`src/rtl/booth_pp_csa_accumulator.sv`:
```
// ---------------------------------------------------------------------------
// booth_pp_csa_accumulator
//
// Sequential carry-save reducer for Booth radix-4 partial products. Each
// accepted beat folds one pair of W-bit partial products into a registered
// carry-save accumulator (acc_s/acc_c) through a row of W 4:2 compressors.
// After NBEATS beats the carry-save pair is offered on a valid/ready output.
// All arithmetic is modulo 2^W.
//
// Optional feature (macro BOOTH_CSA_CPA_EN): an extra ADD state resolves the
// carry-save pair with a carry-propagate add before presenting it, so the
// output is out_sum = acc_s + acc_c and out_carry = 0 (latency 2 from the
// last beat instead of 1).
//
// Ports:
//   sys_clk    in   rising-edge clock
//   sys_rst_n  in   asynchronous active-low reset
//   clear      in   synchronous abort of the current accumulation
//   in_valid   in   partial-product pair valid
//   in_ready   out  block can accept a pair (state ACC)
//   in_pp0     in   partial product A, sign-extended and weight-aligned
//   in_pp1     in   partial product B, aligned the same way
//   out_valid  out  result valid (state OUT)
//   out_ready  in   downstream accepts result
//   out_sum    out  carry-save sum vector (or resolved sum with CPA)
//   out_carry  out  carry-save carry vector, already at its weight
//   busy       out  at least one beat accepted for the current result
// ---------------------------------------------------------------------------
module booth_pp_csa_accumulator #(
  parameter int W      = 32,
  parameter int NBEATS = 8
) (
  input  logic         sys_clk,
  input  logic         sys_rst_n,
  input  logic         clear,
  input  logic         in_valid,
  output logic         in_ready,
  input  logic [W-1:0] in_pp0,
  input  logic [W-1:0] in_pp1,
  output logic         out_valid,
  input  logic         out_ready,
  output logic [W-1:0] out_sum,
  output logic [W-1:0] out_carry,
  output logic         busy
);

  localparam int CNT_W = $clog2(NBEATS + 1);
  localparam logic [CNT_W-1:0] LAST_BEAT = CNT_W'(NBEATS - 1);

  typedef enum logic [1:0] {
    ST_ACC = 2'd0,
`ifdef BOOTH_CSA_CPA_EN
    ST_ADD = 2'd1,
`endif
    ST_OUT = 2'd2
  } state_t;

  state_t           state;
  logic [CNT_W-1:0] cnt;
  logic [W-1:0]     acc_s;
  logic [W-1:0]     acc_c;

  // Compressor operands. On the first beat of a result the accumulator is
  // masked off, so a finished or aborted result never needs a zeroing cycle.
  logic [W-1:0] s_in;
  logic [W-1:0] c_in;
  logic [W-1:0] x_pre;     // pp0 ^ pp1, precomputed per column
  logic [W-1:0] n_pre;     // ~(pp0 & pp1), precomputed per column
  logic [W-1:0] row_d;     // new sum vector
  logic [W-1:0] row_c;     // new carry vector, bit k still at weight k

  assign s_in  = (cnt == '0) ? '0 : acc_s;
  assign c_in  = (cnt == '0) ? '0 : acc_c;
  assign x_pre = in_pp0 ^ in_pp1;
  assign n_pre = ~(in_pp0 & in_pp1);

  // Row of 4:2 compressors. The column-to-column carry (co) rippled here only
  // depends on this column's pp0/pp1/s_in, so the chain is one gate deep per
  // column and does not propagate through t/d/c.
  always_comb begin
    logic ci;
    logic t;
    // NOTE: every always_comb output gets a default first so no path leaves
    // it unassigned and a latch is never inferred.
    row_d = '0;
    row_c = '0;
    ci    = 1'b0;
    t     = 1'b0;
    for (int k = 0; k < W; k++) begin
      t        = x_pre[k] ^ s_in[k];
      row_d[k] = t ^ c_in[k] ^ ci;
      row_c[k] = (t & c_in[k]) | (t & ci) | (c_in[k] & ci);
      ci       = ~(~(x_pre[k] & s_in[k]) & n_pre[k]);
    end
  end

`ifdef BOOTH_CSA_CPA_EN
  logic [W-1:0] out_sum_q;
`endif

  // NOTE: sequential state uses non-blocking assignments only, so every
  // register samples the pre-edge values regardless of statement order.
  always_ff @(posedge sys_clk or negedge sys_rst_n) begin
    if (!sys_rst_n) begin
      state <= ST_ACC;
      cnt   <= '0;
      acc_s <= '0;
      acc_c <= '0;
`ifdef BOOTH_CSA_CPA_EN
      out_sum_q <= '0;
`endif
    end else if (clear) begin
      // Abort wins over both a presented beat and the output handshake.
      state <= ST_ACC;
      cnt   <= '0;
    end else begin
      case (state)
        ST_ACC: begin
          if (in_valid) begin
            acc_s <= row_d;
            // Carry of column k has weight k+1; the top carry falls off.
            acc_c <= row_c << 1;
            cnt   <= cnt + 1'b1;
            if (cnt == LAST_BEAT) begin
`ifdef BOOTH_CSA_CPA_EN
              state <= ST_ADD;
`else
              state <= ST_OUT;
`endif
            end
          end
        end
`ifdef BOOTH_CSA_CPA_EN
        ST_ADD: begin
          out_sum_q <= acc_s + acc_c;
          state     <= ST_OUT;
        end
`endif
        ST_OUT: begin
          if (out_ready) begin
            state <= ST_ACC;
            cnt   <= '0;
          end
        end
        default: begin
          state <= ST_ACC;
          cnt   <= '0;
        end
      endcase
    end
  end

  assign in_ready  = (state == ST_ACC);
  assign out_valid = (state == ST_OUT);
  assign busy      = (cnt != '0) || (state != ST_ACC);

`ifdef BOOTH_CSA_CPA_EN
  assign out_sum   = out_sum_q;
  assign out_carry = '0;
`else
  // The accumulator is frozen outside ACC, so the raw pair is stable in OUT.
  assign out_sum   = acc_s;
  assign out_carry = acc_c;
`endif

endmodule

```
`config.mk`:
```
export PLATFORM = sky130hd
export DESIGN_NAME = booth_pp_csa_accumulator
export DESIGN_NICKNAME = d
export VERILOG_FILES = /design/src/rtl/booth_pp_csa_accumulator.sv
export SDC_FILE = /design/constraint.sdc
export NUM_CORES = 1
export LEC_CHECK = 0
export CAP_MARGIN = 15
export CORE_ASPECT_RATIO = 0.5
export CORE_MARGIN = 2
export CORE_UTILIZATION = 43
export DETAILED_ROUTE_END_ITERATION = 10
export PLACE_DENSITY = 0.85
export SKIP_LAST_GASP = 1
export SYNTH_ARGS = -nofsm -noshare
export SYNTH_HDL_FRONTEND = slang
export SYNTH_SLANG_ARGS = --single-unit
```
`constraint.sdc`:
```
create_clock -name sys_clk -period 2.7 [get_ports sys_clk]
set_input_delay 0.54 -clock sys_clk [delete_from_list [all_inputs] [get_ports sys_clk]]
set_output_delay 0.54 -clock sys_clk [all_outputs]
set_load 0.05 [all_outputs]
```
# After elaboration in Yosys (flattened, before gate mapping)
# Cells that the tools add are included.
# classes
addsub	1
n_eq_ne	5
muxes	11
bitwise	374
reduce_logical	8
# ops
op	count
$and 1x1->1	153
$xor 1x1->1	95
$mux 32	2
$not 1->1	63
$or 1x1->1	60
$xor 32x32->32	1
$and 31x31->31	1
$not 31->31	1
$mux 4	3
$mux 2	4
$pmux 4 s2	1
$ne 3x2->1 const B	2
$reduce_and 3->1	2
$add 4x1->4 const B	1
$eq 4x3->1 const B	1
$logic_not 4->1	1
$pmux 2 s2	1
$reduce_bool 4->1	1
$ne 3x3->1 const B	1
$eq 2x2->1 const B	1
$logic_not 2->1	1
$reduce_and 2->1	1
$reduce_bool 2->1	1
$logic_or 1x1->1	1
# totals
regBits	69
output_inout_bits	67
wordCells	403

# Depth between registers and ports, before layout
# Gate-level depths: netlist of run 1.
# depth
depth_word	9
depth_mapped	10
mapped_depth_nobuf	9

# Worst setup path after synthesis of run 1
# Ideal clock, no wire load.
# synth_path
kind	register to register
startpoint	reg cnt[0]
endpoint	reg acc_s[27], in the netlist out_sum[27]
setup_time_ns	0.127
arrival_time_ns	2.547
slack_ns	0.026
path_stages_with_launch	9
period_less_slack_ns	2.674
path_cell_list	dfrtp_1 -> inv_1 -> ha_1 -> nor3b_2 -> clkbuf_1 -> nor2b_1 -> fa_1 -> fa_1 -> mux2_1
# synth_via
elab_chain_cells	7
elab_cells_between_ends	10
cone_classes	2 x mux; 7 x bitwise; 1 x reduce/logical
# synth_lines
item	line_no	rtl
from (decl)	59	logic [CNT_W-1:0] cnt;
from (signal assigned)	123	cnt <= cnt + 1'b1;
$logic_not 4->1 *	72, 73	
$mux 32	72	assign s_in = (cnt == '0) ? '0 : acc_s;
$and 1x1->1	93	ci = ~(~(x_pre[k] & s_in[k]) & n_pre[k]);
$not 1->1	93	
$and 1x1->1	93	
$not 1->1	93	
$xor 1x1->1 *	91	row_d[k] = t ^ c_in[k] ^ ci;
named net row_d[27]	69	logic [W-1:0] row_d;
to (signal assigned)	120	acc_s <= row_d;
to (decl)	60	logic [W-1:0] acc_s;
# Mark *: on every way through the listed nets, which the timed path passes. The rest lies on a longest branch.
# A chain may end at the register's enable or synchronous reset.

# Worst setup path after layout of run 1
# layout_path
startpoint	reg cnt[0]
endpoint	reg acc_s[28], in the netlist out_sum[28]
# The elaborated chain is that of the path after synthesis.

==> out/results.ini, run 1 <==
[die]
die_x_um = 146
die_y_um = 75.2
core_area_um2 = 9630
start_util_pct = 45.2
die-area_um2 = 11000
placementRows = 25
ios = 136

[run_status]
status = completed

[clock_tree]
cts.sinks = 67
cts_buffers = 9
clk_latency_ns = 0.33
htreeDepth = 3
clk_path_buf_depth = 2
root_buffer = clkbuf_16
holdBufCountCts = 0
clk_pin_slew_ns = 0.05
cts_tree = built

[finish]
antenna_cells = 0
nFillCells = 731
final_layout_size_suffix_gt1_share_pct = 10.7
multiInputGateArea_um2 = 2540
stdcell_count = 594
regArea_um2 = 1680
syn_to_final_growth_pct = 43.5
nets = 586

[global_route]
grt_start_max_net_pins = 66
antenna_found_initial = 0
grt_remaining_overflow = 0
grt_pass1_vias = 3054
grt_usage_pct = 18.3
grt_pass1_wl_um = 15500

[route]
ant_nets = 0
viasPerCell = 4.83
avgRoutedWirePerCell_um = 17.0
via_count = 2869
drtPass1Iterations = 4
remaining_drc_errors = 0
routed_wirelength_um = 10100
drtIter0Drc = 94

[placed_design]
hpwl_um = 7160
pre_cts_slack_ns = 0.0733
dp.cells = 568
portBuffers = 133
gp_congestion = 0.812

[critical_path]
path_class = register to register
crit_path_max_fanout = 9
cp-end-kind = register
crit_top_cell = fa_1
start_kind = register
crit_buf_inv = 3
cp_cell_sequence = inv_1 > ha_1 > nor3b_4 > buf_4 > buf_12 > nor2b_1 > fa_1 > fa_1 > mux2_1
crit_family = adder cells
max_stage_delay_ns = 0.48
slowest_stage = fa_1
worstPathArrival_ns = 2.84
required_ns = 2.90

[yosys]
synth_edf_count = 0
avgSynthCellArea_um2 = 14.1
synthArstFlopShare_pct = 100
ys_ff_latch = 67
syn_area_um2 = 4360
synth-seq-area-share_pct = 38.5
synth_flop_cell = dfrtp_1
syn_inst = 310
synth_cell_types = 35
yosys_warnings = 0

[timing]
relSlewSlack_pct = 54.7
min_period_over_period_pct = 97.6
drv_slew = 0
layout_min_cycle_time_ns = 2.64
tightest_slew_ns = 0.679
setup_viol_count_final = 0
finalClockSkew_ns = 0.00476
finalHoldViolCount = 0
fin_ws_ns = 0.0648
fmax_mhz = 379

[power]
p_per_area_nw_per_um2 = 1030
power_leakage_nw = 2.68
ir_worst_vdd_v = 0.000409

[run]
max_cap_viol_count = 0

[worst_hold_path]
hold_class = input port to asynchronous set/reset pin

==> power by group <==
part,switching (W),internal [W],leakage (nW)
combinational,0.00216,0.00143,1.69
sequential,0.000305,0.00140,0.838
clock,0.000420,0.000731,0.152
==> repair_timing <==
| item | in CTS | in global routing |
|---|---|---|
| endpoints found under the setup margin | 1 | 12 |
| pin swaps | 0 | 4 |
| gates resized for setup | 1 | 4 |
| buffers inserted | 0 | 7 |
| cloned | 0 | 3 |
==> registers in the layout (all words and copies together) (netlist names) <==
register	flops
state	1
cnt	4
out_sum	32
out_carry	30
==> path summary, 6_finish.rpt <==
path                       cells past startpoint           end        start  slack (ns)
setup / recovery                               9   out_sum[28]       cnt[0]        0.06
hold / removal                                 1  out_carry[7]    sys_rst_n        0.25
setup reg to reg                               9   out_sum[28]       cnt[0]        0.06
hold reg to reg                                1   out_sum[19]  out_sum[19]        0.51
max in group asynchronous                      2  out_carry[2]    sys_rst_n        1.79
min in group sys_clk                           1   out_sum[19]  out_sum[19]        0.51
==> per-stage QoR <==
| step | utilization [%] | instance area (um2) | hold slack, ns | TNS (ns) | power [W] |
|---|---|---|---|---|---|
| after floorplan | - | 4360 | 0.244 | 0 | 0.00396 |
| after global placement | 60.5 | 5830 | 0.489 | 0 | 0.00513 |
| after detailed placement | 60.5 | 5830 | 0.497 | 0 | 0.00523 |
| after CTS | 63.5 | 6120 | 0.285 | 0 | 0.00643 |
| after global routing | 64.9 | 6250 | 0.289 | -0.392 | 0.00680 |
| final | 64.9 | 6250 | 0.249 | 0 | 0.00645 |
==> logic make-up (layout without fill, tap and decap cells) <==
| family | after synthesis | after routing | synth area share (%) |
|---|---|---|---|
| and+or+nand+nor | 79 | 79 | 11.4 |
| DFF | 67 | 67 | 38.5 |
| adders and majority gates | 63 | 63 | 28.4 |
| muxes | 60 | 60 | 15.5 |
| buffers and inverters | 25 | 173 | 3.68 |
| AOI/OAI and AO/OA | 12 | 12 | 1.81 |
| xor gates and xnor gates | 3 | 3 | 0.603 |
| other | 1 | 2 | 0.0861 |
==> cells in the mapped netlist, types with 2 or more instances <==
cell | n | area share [%]
nor2b_1 | 59 | 8.5
dfrtp_1 | 67 | 38
xnor2_1 | 2 | 0.40
mux2_2 | 13 | 3.4
nand2b_1 | 3 | 0.43
nand2_1 | 3 | 0.26
buf_4 | 3 | 0.52
buf_2 | 2 | 0.23
ha_1 | 3 | 0.86
inv_1 | 10 | 0.86
nor3b_2 | 2 | 0.57
fa_1 | 60 | 28
buf_8 | 4 | 1.4
nor2_1 | 5 | 0.43
mux2_1 | 47 | 12
a21oi_1 | 4 | 0.46
clkbuf_1 | 5 | 0.43
==> layout make-up <==
class	instances	area share, %
Multi-Input combinational cell	219	40.7
Inverter	10	0.601
Timing Repair Buffer	147	24.5
Clock inverter	6	0.881
Tap cell	135	2.70
Sequential cell	67	26.8
Clock buffer	10	3.82
==> placed cells by master (no fill, tap or decap), types with 4 or more instances in the layout <==
cell,Yosys,layout
fa_1,60,60
clkinv_2,0,5
inv_1,10,10
dfrtp_1,67,67
clkbuf_16,0,12
nor2b_1,59,59
buf_4,3,7
clkdlybuf4s50_1,0,131
mux2_2,13,13
a21oi_1,4,4
buf_12,0,4
mux2_1,47,45
nor2_1,5,5
==> metal layers <==
layer,GRT usage [%],wire [um],up-vias
met5,0,0,-
met4,4.75,77,0
met3,4.97,363,8
met2,31.7,5270,68
met1,23.6,4360,1499
li1,-,-,1294
No activity file was read; power rests on OpenSTA's default activity.
==> run 2: changes to the inputs <==
--- a/config.mk
+++ b/config.mk
@@ -10,7 +10,7 @@
 export CORE_MARGIN = 2
 export CORE_UTILIZATION = 43
 export DETAILED_ROUTE_END_ITERATION = 10
-export PLACE_DENSITY = 0.85
+export PLACE_DENSITY = 0.78
 export SKIP_LAST_GASP = 1
 export SYNTH_ARGS = -nofsm -noshare
 export SYNTH_HDL_FRONTEND = slang
==> run 2 against run 1 <==
Compared with the run above:
- die area is the same
- clock power grew 16%
- cell count is the same
- core utilization grew 0.44 points
- worst hold slack lost 0.021 ns
- final area grew 0.68%
- routed wire length shrank 6.7%
- via count shrank 2.4%
- worst setup slack gained 0.034 ns
- total power grew 1.9%
- largest cell class unchanged
- largest power group unchanged
==> out/results.ini, run 2 (synthesized netlist as in run 1, its figures left out) <==
[route]
dr.max_layer_used = met4  ; unchanged
avgRoutedWirePerCell_um = 15.8  ; was 17.0 um
drtIter0Drc = 63  ; was 94
wl_met2_um = 4940  ; was 5270 um
wl_met1_um = 4050  ; was 4360 um
route.met3.wl_um = 344  ; was 363 um
viasPerCell = 4.72  ; was 4.83
drtPass1Iterations = 4  ; unchanged
routed_wirelength_um = 9400  ; was 10,100 um
remaining_drc_errors = 0  ; unchanged
via_count = 2801  ; was 2,869
ant_nets = 0  ; unchanged

[finish]
nets = 586  ; unchanged
syn_to_final_growth_pct = 44.4  ; was 43.5%
layout_commonest_cell = clkdlybuf4s50_1  ; unchanged
final_cell_mix = clkdlybuf4s50_1, dfrtp_1, fa_1  ; unchanged
antenna_cells = 0  ; unchanged
largest_register_ffs = 32  ; unchanged
final_layout_size_suffix_gt1_share_pct = 10.2  ; was 10.7%
postLayoutCellArea_um2 = 6290  ; was 6250 um2
nFillCells = 767  ; was 731

[worst_hold_path]
hold_class = input port to asynchronous set/reset pin  ; unchanged

[global_route]
grt_remaining_overflow = 0  ; unchanged
grt_pass1_vias = 2960  ; was 3,054
antenna_found_initial = 0  ; unchanged
grt_usage_pct = 17.5  ; was 18.3%
grt_start_max_net_pins = 66  ; unchanged
grt_pass1_wl_um = 14900  ; was 15,500 um

[die]
die-area_um2 = 11000  ; unchanged
placementRows = 25  ; unchanged
start_util_pct = 45.2  ; unchanged
die_x_um = 146  ; unchanged
core_area_um2 = 9630  ; unchanged
die_y_um = 75.2  ; unchanged
ios = 136  ; unchanged

[run_status]
status = completed  ; unchanged

[critical_path]
start_kind = register  ; unchanged
reg2reg_from = cnt[0]  ; unchanged
reg2reg_to = out_sum[7]  ; was out_sum[28]
path_class = register to register  ; unchanged
crit_path_max_fanout = 7  ; was 9
required_ns = 2.91  ; was 2.90 ns
rr_worst_depth = 10  ; was 9
cp-end-kind = register  ; unchanged
r2r_slack_ns = 0.1  ; was 0.06 ns
worstPathArrival_ns = 2.81  ; was 2.84 ns

[clock_tree]
root_buffer = clkbuf_16  ; unchanged
cts.sinks = 67  ; unchanged
clk_path_buf_depth = 2  ; unchanged
htreeDepth = 3  ; unchanged
cts_tree = built  ; unchanged
post_cts_resized = 0  ; was 1
clk_pin_slew_ns = 0.06  ; was 0.05 ns
cts_buffers = 9  ; unchanged
holdBufCountCts = 0  ; unchanged
post_cts_buffers = 0  ; unchanged
clk_latency_ns = 0.33  ; about the same

[timing]
finalClockSkew_ns = 0.00637  ; was 0.00476 ns
drv_slew = 0  ; unchanged
layout_min_cycle_time_ns = 2.60  ; was 2.64 ns
relSlewSlack_pct = 59.1  ; was 54.7%
tightest_slew_ns = 0.613  ; was 0.679 ns
fmax_mhz = 384  ; was 379 MHz
setup_viol_count_final = 0  ; unchanged
min_period_over_period_pct = 96.4  ; was 97.6%
timing.hold.ws_ns = 0.228  ; was 0.249 ns
finalHoldViolCount = 0  ; unchanged
fin_ws_ns = 0.0984  ; was 0.0648 ns

[power]
pwr-share-clk_pct = 20.3  ; was 17.9%
power_leakage_nw = 2.69  ; was 2.68 nW
power.share.switching_pct = 43.5  ; was 44.8%
p_int_w = 0.00371  ; was 0.00356 W
power_frac_seq_pct = 25.7  ; was 26.4%
switchingPower_w = 0.00286  ; was 0.00289 W
p_per_area_nw_per_um2 = 1040  ; was 1030 nW/um2
ir_worst_vdd_v = 0.000416  ; was 0.000409 V
combPwrFrac_pct = 54.0  ; was 55.8%

[placed_design]
portBuffers = 133  ; unchanged
pre_cts_slack_ns = 0.0623  ; was 0.0733 ns
gp_congestion = 0.779  ; was 0.812
hpwl_um = 6870  ; was 7160 um
dpl_cell_area_um2 = 5830  ; unchanged

[run]
max_cap_viol_count = 0  ; unchanged

-- run 2: area by class of cell --
type / instances / area (um2) / share of cell area [%]
multi-input combinational: 219 / 2540 / 40.3
sequential: 67 / 1680 / 26.6
timing repair buffer: 147 / 1530 / 24.3
inverter: 10 / 37.5 / 0.597
tap: 135 / 169 / 2.68
clock inverter: 7 / 116 / 1.85
clock buffer: 9 / 225 / 3.58
-- run 2: critical path, cell delays in order, from the launching register on --
cell	delay [ns]
dfrtp_1	0.34
inv_1	0.05
ha_1	0.19
nor3b_4	0.16
buf_12	0.15
buf_12	0.13
nand2b_1	0.15
fa_1	0.48
inv_1	0.06
fa_1	0.49
mux2_1	0.30
-- run 2: metal layers --
layer / vias up / track usage, %
li1: 1305 / -
met1: 1440 / 22.1
met2: 49 / 30.8
met3: 7 / 4.61
met4: 0 / 5.18
met5: - / 0
-- run 2: power groups by stage --
stage	Combinational, W	Clock, W	Sequential, W
final	0.00355	0.00133	0.00169
after detailed placement	0.00351	0	0.00170
after floorplan	0.000966	0	0.00299
after CTS	0.00353	0.00136	0.00169
after global routing	0.00379	0.00142	0.00175
after global placement	0.00344	0	0.00170
-- run 2: worst max path at each step --
stage	start	end	slack, ns	depth (start not counted)
2_1_floorplan	cnt[0]	out_sum[27]	0.03	8
3_5_place_dp	cnt[1]	out_sum[28]	0.06	8
6_report	cnt[0]	out_sum[7]	0.1	10
5_1_grt	cnt[1]	out_sum[29]	-0.002	9
4_1_cts	cnt[1]	out_sum[28]	0.05	8
3_3_place_gp	cnt[1]	out_sum[5]	0.14	8
-- run 2: per-stage QoR --
stage | TNS [ns] | std cells | utilization [%] | power (W)
detailed placement | 0 | 570 | 60.5 | 0.00521
global route | -0.00242 | 594 | 65.3 | 0.00696
finish | 0 | 594 | 65.3 | 0.00657
CTS | 0 | 586 | 64.0 | 0.00658
floorplan | 0 | 311 | - | 0.00396
global placement | 0 | 570 | 60.5 | 0.00514
